--- config.mk ---
export PLATFORM = sky130hd
export DESIGN_NAME = spi_master_word_seq
export DESIGN_NICKNAME = d
export VERILOG_FILES = /design/src/rtl/spi_pkg.sv /design/src/rtl/spi_cycle_timer.sv /design/src/rtl/spi_master_word_seq.sv
export SDC_FILE = /design/constraint.sdc
export NUM_CORES = 1
export LEC_CHECK = 0
export BUFFER_PORTS_ARGS = -buffer_cell sky130_fd_sc_hd__buf_2
export CORE_MARGIN = 2
export CORE_UTILIZATION = 50
export CTS_CLUSTER_SIZE = 28
export DETAILED_ROUTE_END_ITERATION = 8
export HOLD_SLACK_MARGIN = 0.06
export PLACE_DENSITY = 0.73
export SLEW_MARGIN = 20
export SYNTH_ARGS = -nofsm -noshare
export SYNTH_HDL_FRONTEND = slang
export SYNTH_SLANG_ARGS = --single-unit
--- constraint.sdc ---
create_clock -name iSysClk -period 5.15 [get_ports iSysClk]
set_input_delay 0.2575 -clock iSysClk [delete_from_list [all_inputs] [get_ports iSysClk]]
set_output_delay 0.2575 -clock iSysClk [all_outputs]
set_load 0.01 [all_outputs]
--- src/rtl/spi_pkg.sv ---
// rtl/spi_pkg.sv - shared state encoding, timing defaults and length decode for the SPI word sequencer
package spi_pkg;

  typedef enum logic [2:0] {
    S_IDLE  = 3'd0,
    S_SETUP = 3'd1,
    S_LOAD  = 3'd2,
    S_SHIFT = 3'd3,
    S_CAPT  = 3'd4,
    S_OPEN  = 3'd5,
    S_HOLD  = 3'd6
  } seq_state_t;

  localparam int P_CS_SETUP = 4;
  localparam int P_CS_HOLD  = 4;
  localparam int P_TIMEOUT  = 1024;
  localparam int TMR_W      = 11;

  // Out-of-range lengths (0, 5..7) fall back to a full 4-byte word.
  function automatic logic [2:0] decode_len(input logic [2:0] len);
    return ((len >= 3'd1) && (len <= 3'd4)) ? len : 3'd4;
  endfunction

endpackage

--- src/rtl/spi_cycle_timer.sv ---
// rtl/spi_cycle_timer.sv - loadable down-counter; done while the count sits at zero
module spi_cycle_timer
  import spi_pkg::*;
(
  input  logic             i_clk,
  input  logic             i_rstn,
  input  logic             i_load,
  input  logic [TMR_W-1:0] i_load_val,
  output logic             o_done
);

  logic [TMR_W-1:0] r_cnt;

  always_ff @(posedge i_clk) begin
    if (!i_rstn) begin
      r_cnt <= '0;
    end else if (i_load) begin
      r_cnt <= i_load_val;
    end else if (r_cnt != '0) begin
      r_cnt <= r_cnt - TMR_W'(1);
    end
  end

  assign o_done = (r_cnt == '0);

endmodule

--- src/rtl/spi_master_word_seq.sv ---
// rtl/spi_master_word_seq.sv - splits 1-4 byte bus words into SPI engine bytes and reassembles replies
// CS stays low across chained words so one command can span several requests.
module spi_master_word_seq
  import spi_pkg::*;
#(
  parameter int pCsSetup = P_CS_SETUP,
  parameter int pCsHold  = P_CS_HOLD,
  parameter int pTimeout = P_TIMEOUT
) (
  input  logic        iSysClk,
  input  logic        iSysRstn,
  input  logic        iMSSel,
  input  logic        iReqValid,
  output logic        oReqReady,
  input  logic [31:0] iReqWd,
  input  logic [2:0]  iReqLen,
  input  logic        iReqLast,
  output logic        oRspValid,
  output logic [31:0] oRspRd,
  output logic        oRspErr,
  output logic        oBusy,
  output logic [7:0]  oMWd,
  output logic        oSPIEn,
  input  logic        iMSpiIntr,
  input  logic [7:0]  iMRd,
  output logic        oMSPICs
);

  seq_state_t       r_state;
  logic [31:0]      r_word;
  logic [23:0]      r_rd;
  logic [2:0]       r_count;
  logic             r_last;
  logic             r_cs;
  logic             r_en;
  logic [7:0]       r_mwd;
  logic             r_mssel_q;
  logic             r_rsp_valid;
  logic             r_rsp_err;
  logic [31:0]      r_rsp_rd;

  logic             w_accept;
  logic             w_active;
  logic             w_abort;
  logic             w_timeout;
  logic             w_open_quit;
  logic             w_last_capt;
  logic             w_to_hold;
  logic             w_tmr_done;
  logic             w_tmr_load;
  logic [TMR_W-1:0] w_tmr_val;
  logic [31:0]      w_rd_next;

  // Ready is combinational so a same-cycle iMSSel rise blocks the handshake.
  assign oReqReady   = iSysRstn & ~iMSSel & ((r_state == S_IDLE) | (r_state == S_OPEN));
  assign w_accept    = iReqValid & oReqReady;
  assign w_active    = (r_state == S_SETUP) | (r_state == S_LOAD) |
                       (r_state == S_SHIFT) | (r_state == S_CAPT);
  assign w_abort     = w_active & iMSSel & ~r_mssel_q;
  assign w_timeout   = (r_state == S_SHIFT) & ~iMSpiIntr & w_tmr_done;
  assign w_open_quit = (r_state == S_OPEN) & iMSSel;
  assign w_last_capt = (r_state == S_CAPT) & (r_count == 3'd1);
  assign w_to_hold   = w_abort | w_timeout | w_open_quit | (w_last_capt & r_last);
  assign w_rd_next   = {r_rd, iMRd};

  always_comb begin
    w_tmr_load = 1'b0;
    w_tmr_val  = '0;
    if (w_to_hold) begin
      w_tmr_load = 1'b1;
      w_tmr_val  = TMR_W'(pCsHold - 1);
    end else if ((r_state == S_IDLE) && w_accept) begin
      w_tmr_load = 1'b1;
      w_tmr_val  = TMR_W'(pCsSetup - 1);
    end else if (r_state == S_LOAD) begin
      w_tmr_load = 1'b1;
      w_tmr_val  = TMR_W'(pTimeout - 1);
    end
  end

  spi_cycle_timer u_timer (
    .i_clk      (iSysClk),
    .i_rstn     (iSysRstn),
    .i_load     (w_tmr_load),
    .i_load_val (w_tmr_val),
    .o_done     (w_tmr_done)
  );

  always_ff @(posedge iSysClk) begin
    if (!iSysRstn) begin
      r_state     <= S_IDLE;
      r_word      <= '0;
      r_rd        <= '0;
      r_count     <= '0;
      r_last      <= 1'b0;
      r_cs        <= 1'b1;
      r_en        <= 1'b0;
      r_mwd       <= '0;
      r_mssel_q   <= 1'b0;
      r_rsp_valid <= 1'b0;
      r_rsp_err   <= 1'b0;
      r_rsp_rd    <= '0;
    end else begin
      r_mssel_q   <= iMSSel;
      r_rsp_valid <= 1'b0;
      if (w_abort) begin
        r_en        <= 1'b0;
        r_rsp_valid <= 1'b1;
        r_rsp_err   <= 1'b1;
        r_rsp_rd    <= {8'h00, r_rd};
        r_state     <= S_HOLD;
      end else begin
        case (r_state)
          S_IDLE: if (w_accept) begin
            r_word  <= iReqWd;
            r_count <= decode_len(iReqLen);
            r_last  <= iReqLast;
            r_rd    <= '0;
            r_cs    <= 1'b0;
            r_state <= S_SETUP;
          end
          S_SETUP: if (w_tmr_done) begin
            r_mwd   <= r_word[31:24];
            r_state <= S_LOAD;
          end
          S_LOAD: begin
            r_en    <= 1'b1;
            r_state <= S_SHIFT;
          end
          // A byte-done pulse on the expiry cycle still counts as a completed byte.
          S_SHIFT: if (iMSpiIntr) begin
            r_en    <= 1'b0;
            r_state <= S_CAPT;
          end else if (w_tmr_done) begin
            r_en        <= 1'b0;
            r_rsp_valid <= 1'b1;
            r_rsp_err   <= 1'b1;
            r_rsp_rd    <= {8'h00, r_rd};
            r_state     <= S_HOLD;
          end
          S_CAPT: begin
            r_rd    <= w_rd_next[23:0];
            r_word  <= {r_word[23:0], 8'h00};
            r_count <= r_count - 3'd1;
            if (r_count == 3'd1) begin
              r_rsp_valid <= 1'b1;
              r_rsp_err   <= 1'b0;
              r_rsp_rd    <= w_rd_next;
              r_state     <= r_last ? S_HOLD : S_OPEN;
            end else begin
              r_mwd   <= r_word[23:16];
              r_state <= S_LOAD;
            end
          end
          S_OPEN: if (iMSSel) begin
            r_state <= S_HOLD;
          end else if (w_accept) begin
            r_word  <= iReqWd;
            r_count <= decode_len(iReqLen);
            r_last  <= iReqLast;
            r_rd    <= '0;
            r_mwd   <= iReqWd[31:24];
            r_state <= S_LOAD;
          end
          S_HOLD: if (w_tmr_done) begin
            r_cs    <= 1'b1;
            r_state <= S_IDLE;
          end
          default: r_state <= S_IDLE;
        endcase
      end
    end
  end

  assign oRspValid = r_rsp_valid;
  assign oRspRd    = r_rsp_rd;
  assign oRspErr   = r_rsp_err;
  assign oMWd      = r_mwd;
  assign oSPIEn    = r_en;
  assign oMSPICs   = r_cs;
  assign oBusy     = (r_state != S_IDLE) | ~r_cs;

endmodule
==> flow_summary.yaml, run 1 <==
finish:
  mostFrequentLayoutCell: "nand2_1"
  layout-drive-gt1-share_pct: 22.4
  mostFrequentLayoutCells: "168 x nand2_1, 119 x dfxtp_1, 94 x buf_2, 70 x nor2_1, 56 x a21oi_1"
  final_util_pct: 66.0
  fin_area_um2: 6880
  finalNetCount: 815
  finalNonFillerCells: 912
  nFillCells: 830
  diodes: 0
  syn_to_final_growth_pct: 27.6
timing:
  rsz0062_at_grt: "no"
  hold_viol: 0
  tns_ns: 0
  maxSlewViolCount: 0
  max_slew.worst_pin.slew_ns: 1.06
  relSlewSlack_pct: 29.4
  min_period_ns: 3.50
  achievable-frequency_mhz: 285
  setup_viol: 0
  min_period_over_period_pct: 68.1
  skew_ns: 0.00956
logic_synthesis:
  synthFlopType: "dfxtp_1"
  seq_area_frac_synth_pct: 44.2
  synth_nets: 703
  synth.distinct_cells: 60
  synth_edf_count: 0
  synthesis.area_um2: 5390
  syn_inst: 651
  ys_ff_latch: 119
  ys_warn_count: 0
  avgSynthCellArea_um2: 8.28
  synthArstFlopShare_pct: 0
outcome:
  status: "completed"
setup_path:
  r2r_setup_slack_ns: 1.65
  cp.required_ns: 5.56
  path_max_fanout: 31
  worstSetupPathType: "flop to flop"
  reg2reg_depth: 6
  worstPathArrival_ns: 3.91
  cp-end-kind: "flop"
  cp-start-kind: "flop"
pwr:
  peakVddDrop_mv: 0.271
  leakagePower_nw: 2.62
  total_power_mw: 3.10
  power.density_nw_per_um2: 450
cts:
  clock_path_buffers: 2
  clk_pin_slew_ns: 0.06
  clkSinkCount: 119
  cts_root_buf: "clkbuf_8"
  cts_max_level: 4
  cts_tree: "yes"
  numCtsBuffers: 17
  cts_setup_buffers: 0
  cts_resized: 0
  ctsHoldBuffers: 41
  worstSkewPairLatency_ns: 0.51
detailed_routing:
  post_drt_wl_per_cell_um: 15.3
  num_vias: 5127
  drt_pre_antenna_iters: 4
  route.antenna.remaining_nets: 0
  routed_via_density: 5.62
  drt_iter0_markers: 390
  drc_errors: 0
  drt_wl_total_um: 13900
placed_design:
  post_dp_cell_area_um2: 5870
  dp_hpwl_um: 8860
  port_buffers: 94
  gp_congestion: 0.827
  placed_cells: 838
global_routing:
  track_usage_pct: 24.4
  antenna_found_initial: 0
  grt_overflow_total: 0
  grt_max_degree: 90
  grt_pass1_wl_um: 22800
  grt_pass1_vias: 4754
floorplan:
  core_area_um2: 10400
  ios: 95
  die_height_um: 108
  start_util_pct: 51.7
  rows: 37
  fp.dieW_um: 108
  die_area_um2: 11600
hold_path:
  timing.hold.worst.class: "input port to flop"
  hold_depth: 3
job:
  maxCapViolations: 0
-- synth_stat cells, types with 2 or more instances --
cell	n	area share [%]
buf_6	2	0.42
inv_1	4	0.28
buf_2	14	1.3
xor2_1	4	0.65
xnor2_1	4	0.65
dfxtp_1	119	44
nor2b_1	4	0.46
o21ba_2	2	0.37
a31oi_1	3	0.35
nand3_1	21	2.0
nor2_1	70	4.9
nand3b_1	4	0.56
nor2_2	3	0.35
a22oi_1	2	0.28
o21ai_0	9	0.84
nand2_1	168	12
nand2b_1	5	0.58
clkbuf_1	30	2.1
buf_4	3	0.42
a211oi_1	2	0.28
a311oi_1	25	4.1
a21oi_1	56	5.2
ha_1	3	0.70
o211ai_1	9	1.3
nor3_1	5	0.46
a311oi_2	24	6.7
nor3b_1	3	0.42
buf_1	2	0.14
o21a_1	4	0.56
mux2i_1	16	3.0
or2_2	2	0.23
-- layer usage --
layer / track usage [%] / part of all wire (%)
met1: 33.0 / 45
met2: 39.1 / 49
met3: 4.60 / 4.7
met4: 8.52 / 1.3
met5: 0 / 0
-- final cells by class --
cell class                 count  area (um2)  area share (%)
clock inverter                15         169            2.46
sequential                   119        2380            34.6
tap                          136         170            2.47
inverter                       5        20.0           0.291
clock buffer                  17         414            6.02
timing repair buffer         144         956            13.9
multi-input combinational    476        2770            40.2
-- critical path, cell delays in order, from the launching register on --
cell	delay (ns)
dfxtp_1	0.97
nand2_1	0.29
a2111o_1	0.65
nand2_1	0.77
buf_4	0.37
nor2_1	0.06
a311oi_1	0.26
-- kinds of logic after synthesis --
kind of cell,Yosys count,synth area share (%)
AND/OR/NAND/NOR,297,23.5
buffers and inverters,56,4.71
flip-flops,119,44.2
XOR/XNOR,8,1.30
AO/OA/AOI/OAI,152,22.6
adder cells (fa/ha/maj),3,0.697
multiplexers,16,2.97
-- path summary, 6_finish.rpt --
check	start	end
max	r_state[0]	r_word[31]
min	iReqLen[0]	r_count[0]
max reg2reg	r_state[0]	r_word[31]
min reg2reg	oRspRd[25]	oRspRd[25]
-- where the power goes --
part / switching, mW / internal, mW / total [mW]
Clock: 0.450 / 0.698 / 1.15
Combinational: 0.440 / 0.352 / 0.792
Sequential: 0.119 / 1.04 / 1.16
Total: 1.01 / 2.09 / 3.10
-- flip-flops by register name (all words and copies together) (netlist names), 3 cells and up --
signal,flops
r_count,3
r_state,3
r_word,32
oMWd,8
r_rd,24
oRspRd,32
u_timer.r_cnt,11
-- through the flow --
step	hold slack (ns)	worst slack, ns
6_report	0.0782	1.65
5_1_grt	0.0759	1.38
4_1_cts	0.0613	1.64
3_5_place_dp	0.442	1.65
3_3_place_gp	0.422	1.81
2_1_floorplan	0.393	3.30
Power figures use the tool's default switching activity.
==> inputs of run 2 (changes only) <==
--- a/config.mk
+++ b/config.mk
@@ -5,13 +5,14 @@
 export SDC_FILE = /design/constraint.sdc
 export NUM_CORES = 1
 export LEC_CHECK = 0
+export ABC_AREA = 1
 export BUFFER_PORTS_ARGS = -buffer_cell sky130_fd_sc_hd__buf_2
 export CORE_MARGIN = 2
 export CORE_UTILIZATION = 50
 export CTS_CLUSTER_SIZE = 28
 export DETAILED_ROUTE_END_ITERATION = 8
 export HOLD_SLACK_MARGIN = 0.06
-export PLACE_DENSITY = 0.73
+export PLACE_DENSITY = 0.75
 export SLEW_MARGIN = 20
 export SYNTH_ARGS = -nofsm -noshare
 export SYNTH_HDL_FRONTEND = slang
==> constraint.sdc (replaced) <==
create_clock -name iSysClk -period 3.2 [get_ports iSysClk]
set_input_delay 0.16 -clock iSysClk [delete_from_list [all_inputs] [get_ports iSysClk]]
set_output_delay 0.16 -clock iSysClk [all_outputs]
set_load 0.01 [all_outputs]
==> run 2 against run 1 <==
Effect of this change:
- core utilization shrank 1.9 points
- count of clock-buffer cells in the layout up 7
- sequential cell count unchanged
- critical path type unchanged
==> flow_summary.yaml, run 2 <==
timing:
  setup_viol: 0
  min_period_over_period_pct: 78.4
  hold_viol: 0
  tns_ns: 0
  relSlewSlack_pct: 59.5
  min_period_ns: 2.51
  achievable-frequency_mhz: 398
  hold_ws_ns: 0.0947
  skew_ns: 0.0132
  rsz0062_at_grt: "no"
  max_slew.worst_pin.slew_ns: 0.607
  maxSlewViolCount: 0
outcome:
  status: "completed"
logic_synthesis:
  synth_top_cells_by_count: "149 x nand2_1, 119 x dfxtp_1, 84 x o21ai_0, 71 x a21oi_1, 70 x inv_1"
  synth_top_area_share_pct: 43.3
  synth_edf_count: 0
  syn_inst: 747
  synth_nets: 799
  ys_warn_count: 0
  synthesis.area_um2: 5510
  seq_area_frac_synth_pct: 43.3
  ys_ff_latch: 119
  synthFlopType: "dfxtp_1"
  synthArstFlopShare_pct: 0
  synthTopCellsByArea: "dfxtp_1 43%, nand2_1 10%, o21ai_0 7.6%"
  yosys.area.top_type: "dfxtp_1"
  avgSynthCellArea_um2: 7.37
  synth.most_common_cell: "nand2_1"
  synth.distinct_cells: 34
setup_path:
  path_max_fanout: 50
  worstPathArrival_ns: 2.93
  cp-start-kind: "flop"
  cp_top_family: "simple AND/OR/NAND/NOR gates"
  cp.required_ns: 3.62
  cp-end-kind: "flop"
  worst-path-buf-inv: 2
  worstSetupPathType: "flop to flop"
  slowest_delay_ns: 0.50
  crit_path_top_delay_cell: "dfxtp_1"
  crit_path_frequent_cell: "nand2_4"
  crit_chain: "nor2_4, nand2_4, nand2_2, nand2_4, nand2_4, nand2_4, inv_2, buf_12, a211oi_1"
pwr:
  power.density_nw_per_um2: 933
  leakagePower_nw: 3.18
  peakVddDrop_mv: 0.462
cts:
  numCtsBuffers: 17
  cts_max_level: 4
  clk_pin_slew_ns: 0.05
  worstSkewPairLatency_ns: 0.52
  cts_tree: "yes"
  cts_root_buf: "clkbuf_8"
  clock_path_buffers: 2
  cts_setup_buffers: 0
  clkSinkCount: 119
floorplan:
  die_area_um2: 11900
  rows: 38
  fp.dieW_um: 109
  start_util_pct: 51.0
  core_area_um2: 10800
  ios: 95
  die_height_um: 109
detailed_routing:
  routed_via_density: 5.33
  drt_wl_total_um: 14500
  drt_iter0_markers: 414
  route.antenna.remaining_nets: 0
  drc_errors: 0
  post_drt_wl_per_cell_um: 14.3
  drt_pre_antenna_iters: 5
  num_vias: 5402
placed_design:
  port_buffers: 94
  gp_congestion: 0.886
  dp_hpwl_um: 8830
finish:
  mostFrequentLayoutCells: "149 x nand2_1, 119 x dfxtp_1, 94 x buf_2, 84 x o21ai_0, 71 x a21oi_1"
  finalNetCount: 916
  mostFrequentLayoutCell: "nand2_1"
  nFillCells: 926
  syn_to_final_growth_pct: 25.6
  diodes: 0
  layout-drive-gt1-share_pct: 18.4
global_routing:
  track_usage_pct: 25.1
  grt_pass1_vias: 5002
  grt_max_degree: 66
  grt_overflow_total: 0
  antenna_found_initial: 0
  grt_pass1_wl_um: 23500
hold_path:
  timing.hold.worst.class: "input port to flop"
job:
  maxCapViolations: 0
## run 2: cells by family (layout without fill, tap and decap cells)
logic type / count (synthesis) / after routing / synth area share (%)
AND/OR/NAND/NOR: 271 / 271 / 22.3
AO/OA/AOI/OAI: 218 / 218 / 22.3
buffers and inverters: 129 / 255 / 10.4
flip-flops: 119 / 119 / 43.3
XOR/XNOR: 7 / 7 / 1.11
adder cells (fa/ha/maj): 3 / 3 / 0.682
## run 2: report_power, final
| group | total (mW) | internal (mW) | leakage [nW] | switching (mW) |
|---|---|---|---|---|
| registers | 2.23 | 1.94 | 0.974 | 0.287 |
| clock network | 1.73 | 1.11 | 0.269 | 0.623 |
| logic | 2.49 | 0.896 | 1.94 | 1.60 |
## run 2: repair_timing
action / in CTS / in global routing
hold buffers: 43 / 0
gates resized for setup: 0 / 0
endpoints found under the hold margin: 59 / 0
## run 2: worst reg2reg max path: stages (launching register included)
cell	delay, ns
dfxtp_1	0.50
nor2_4	0.08
nand2_4	0.41
nand2_2	0.15
nand2_4	0.15
nand2_4	0.07
nand2_4	0.33
inv_2	0.22
buf_12	0.23
a211oi_1	0.29
## run 2: final timing paths
kind,cells after the start,endpoint,slack [ns],from
setup / recovery,9,r_rd[3],0.69,r_state[0]
hold / removal,5,r_count[0],0.09,iReqLen[0]
setup reg to reg,9,r_rd[3],0.69,r_state[0]
hold reg to reg,2,oRspRd[31],0.46,oRspRd[31]
## run 2: per-stage QoR
stage / cell area, um2 / util, % / setup WS (ns) / instances / total power, mW
after floorplan: 5510 / - / 1.46 / 747 / 4.15
after global placement: 5950 / 55.1 / 0.867 / 942 / 4.59
after detailed placement: 5950 / 55.1 / 0.744 / 942 / 4.67
after CTS: 6920 / 64.1 / 0.738 / 1013 / 6.46
after global routing: 6920 / 64.1 / 0.479 / 1013 / 6.95
final: 6920 / 64.1 / 0.690 / 1013 / 6.45
## run 2: routing by layer
metal	vias up	wire length (um)	GRT usage, %	part of all wire [%]
met3	44	832	6.34	5.8
met5	-	0	0	0
li1	2710	-	-	-
met2	195	6910	40.3	48
met1	2453	6350	32.6	44
met4	0	373	9.16	2.6
## run 2: area by class of cell
cell class,instances,area [um2],area share (%)
clock inverter,4,45.0,0.651
clock buffer,24,490,7.09
tap,140,175,2.53
inverter,85,319,4.61
multi-input combinational,499,2550,36.9
timing repair buffer,142,951,13.7
sequential,119,2380,34.4
==> inputs of run 3 (changes only) <==
==> constraint.sdc (replaced) <==
create_clock -name iSysClk -period 2.25 [get_ports iSysClk]
set_input_delay 0.1125 -clock iSysClk [delete_from_list [all_inputs] [get_ports iSysClk]]
set_output_delay 0.1125 -clock iSysClk [all_outputs]
set_load 0.01 [all_outputs]
==> run 3 against run 2 <==
Effect of this change:
- via count grew 1.2%
- final cell count up 0.89%
- final area increased by 1.2%
- register-to-register slack got worse by 0.51 ns
- clock skew down 0.0016 ns
- combinational power increased by 47%
- maximum frequency grew 21%
- hold slack better by 0.019 ns
- critical path depth is 1 lower
- count of clock-buffer cells in the layout down 6
- highest routed layer unchanged
==> flow_summary.yaml, run 3 (synthesis results as in run 2) <==
pwr:
  sw_frac_of_total_pct: 40.1
  seq_power_share_pct: 34.0
  comb_power_share_pct: 39.3
  leakagePower_nw: 3.21
  total_power_mw: 9.31
  p_int_mw: 5.58
  peakVddDrop_mv: 0.893
  clkPwrFrac_pct: 26.7
  switchingPower_mw: 3.73
  power.density_nw_per_um2: 1330
detailed_routing:
  drt_pre_antenna_iters: 7
  post_drt_wl_per_cell_um: 13.9
  drt_wl_total_um: 14200
  drc_errors: 0
  drt_iter0_markers: 470
  route.antenna.remaining_nets: 0
  num_vias: 5467
  routed_via_density: 5.35
global_routing:
  grt.met3_usage_pct: 5.08
  grt_max_degree: 50
  antenna_found_initial: 0
  use_met1_pct: 30.8
  globalRouteMet2Util_pct: 41.5
  grt_overflow_total: 0
  busiest_layer: "met2"
  grt_pass1_wl_um: 23200
  track_usage_pct: 24.5
  grt_pass1_vias: 5019
timing:
  tns_ns: 0
  max_slew.worst_pin.slew_ns: 0.520
  rsz0062_at_grt: "no"
  maxSlewViolCount: 0
  achievable-frequency_mhz: 483
  hold_viol: 0
  worst_slack_ns: 0.178
  hold_ws_ns: 0.114
  skew_ns: 0.0117
  relSlewSlack_pct: 65.3
  min_period_ns: 2.07
  min_period_over_period_pct: 92.1
  setup_viol: 0
cts:
  clock_path_buffers: 2
  worstSkewPairLatency_ns: 0.50
  cts_tree: "yes"
  numCtsBuffers: 17
  clkSinkCount: 119
  cts_max_level: 4
  clk_pin_slew_ns: 0.06
  cts_root_buf: "clkbuf_8"
finish:
  syn_to_final_growth_pct: 27.2
  mostFrequentLayoutCells: "149 x nand2_1, 118 x dfxtp_1, 94 x buf_2, 84 x o21ai_0, 71 x a21oi_1"
  mostFrequentLayoutCell: "nand2_1"
  finalNetCount: 921
  layout-drive-gt1-share_pct: 19.6
  finalNonFillerCells: 1022
  diodes: 0
  nFillCells: 871
  fin_area_um2: 7000
  final_util_pct: 64.9
setup_path:
  cp.required_ns: 2.64
  cp-start-kind: "flop"
  reg2reg_to: "r_last"
  reg2reg_depth: 8
  cp-end-kind: "flop"
  timing.rr.start: "r_state[0]"
  r2r_setup_slack_ns: 0.18
  worstPathArrival_ns: 2.46
  worstSetupPathType: "flop to flop"
  path_max_fanout: 9
placed_design:
  placed_cells: 946
  dp_hpwl_um: 8850
  gp_congestion: 0.950
  post_dp_cell_area_um2: 5990
  port_buffers: 94
  place_ws_ns: 0.207
floorplan:
  start_util_pct: 51.0
  rows: 38
  die_area_um2: 11900
  fp.dieW_um: 109
  ios: 95
  core_area_um2: 10800
  die_height_um: 109
hold_path:
  hold_depth: 5
  hp-start: "iReqLen[1]"
  timing.hold.worst.class: "input port to flop"
  min_to: "r_count[1]"
outcome:
  status: "completed"
job:
  maxCapViolations: 0
-- run 3: cell types whose count changed in the layout (fill, tap and decap cells not counted), sizes merged --
cell / delta
buf: +4
clkinv: +2
clkinvlp: +6
inv: +2
dlygate4sd3: +1
clkbuf: -6
-- run 3: worst max path at each step --
stage,start,endpoint,slack (ns),depth (start not counted)
CTS,r_state[2],r_last,0.11,8
detailed placement,u_timer.r_cnt[0],oRspRd[20],0.21,10
finish,r_state[0],r_last,0.18,8
global placement,r_state[2],oRspRd[24],0.34,9
floorplan,u_timer.r_cnt[0],oMWd[5],0.51,12
global route,r_state[0],r_last,0.04,8
-- run 3: final cells by class --
class                   count  area, um2  area share, %
inverters                  85        323           4.61
well taps                 140        175           2.50
clock buffers              18        428           6.11
multi-input cells         499       2560           36.6
clock inverters            14        126           1.80
flip-flops and latches    119       2380           34.0
repair buffers            147       1000           14.3
-- run 3: per-layer routing --
layer | vias up | part of all wire (%)
met5 | - | 0
li1 | 2729 | -
met2 | 162 | 49
met4 | 0 | 1.5
met3 | 26 | 4.8
met1 | 2550 | 44
-- run 3: power by group through the flow --
stage	registers (mW)	clock network, mW	logic (mW)
6_report	3.17	2.48	3.66
5_1_grt	3.24	2.62	4.14
4_1_cts	3.15	2.53	3.61
3_5_place_dp	3.18	0	3.52
3_3_place_gp	3.17	0	3.44
2_1_floorplan	3.21	0	2.69
-- run 3: what timing repair did --
| item | CTS | global route |
|---|---|---|
| hold buffers | 44 | 0 |
| setup endpoints to repair | 0 | 2 |
| hold endpoints to repair | 59 | 0 |
| buffers inserted | 0 | 0 |
| gates resized for setup | 0 | 3 |
-- run 3: critical path, cell delays in order (launching register included) --
cell and delay (ns):
dfxtp_1 0.53, nor2_4 0.08, nand2_1 0.12, nand2_1 0.07
nand3_2 0.17, clkinvlp_4 0.24, nand2_1 0.11, a21oi_1 0.06
dlygate4sd3_1 0.58
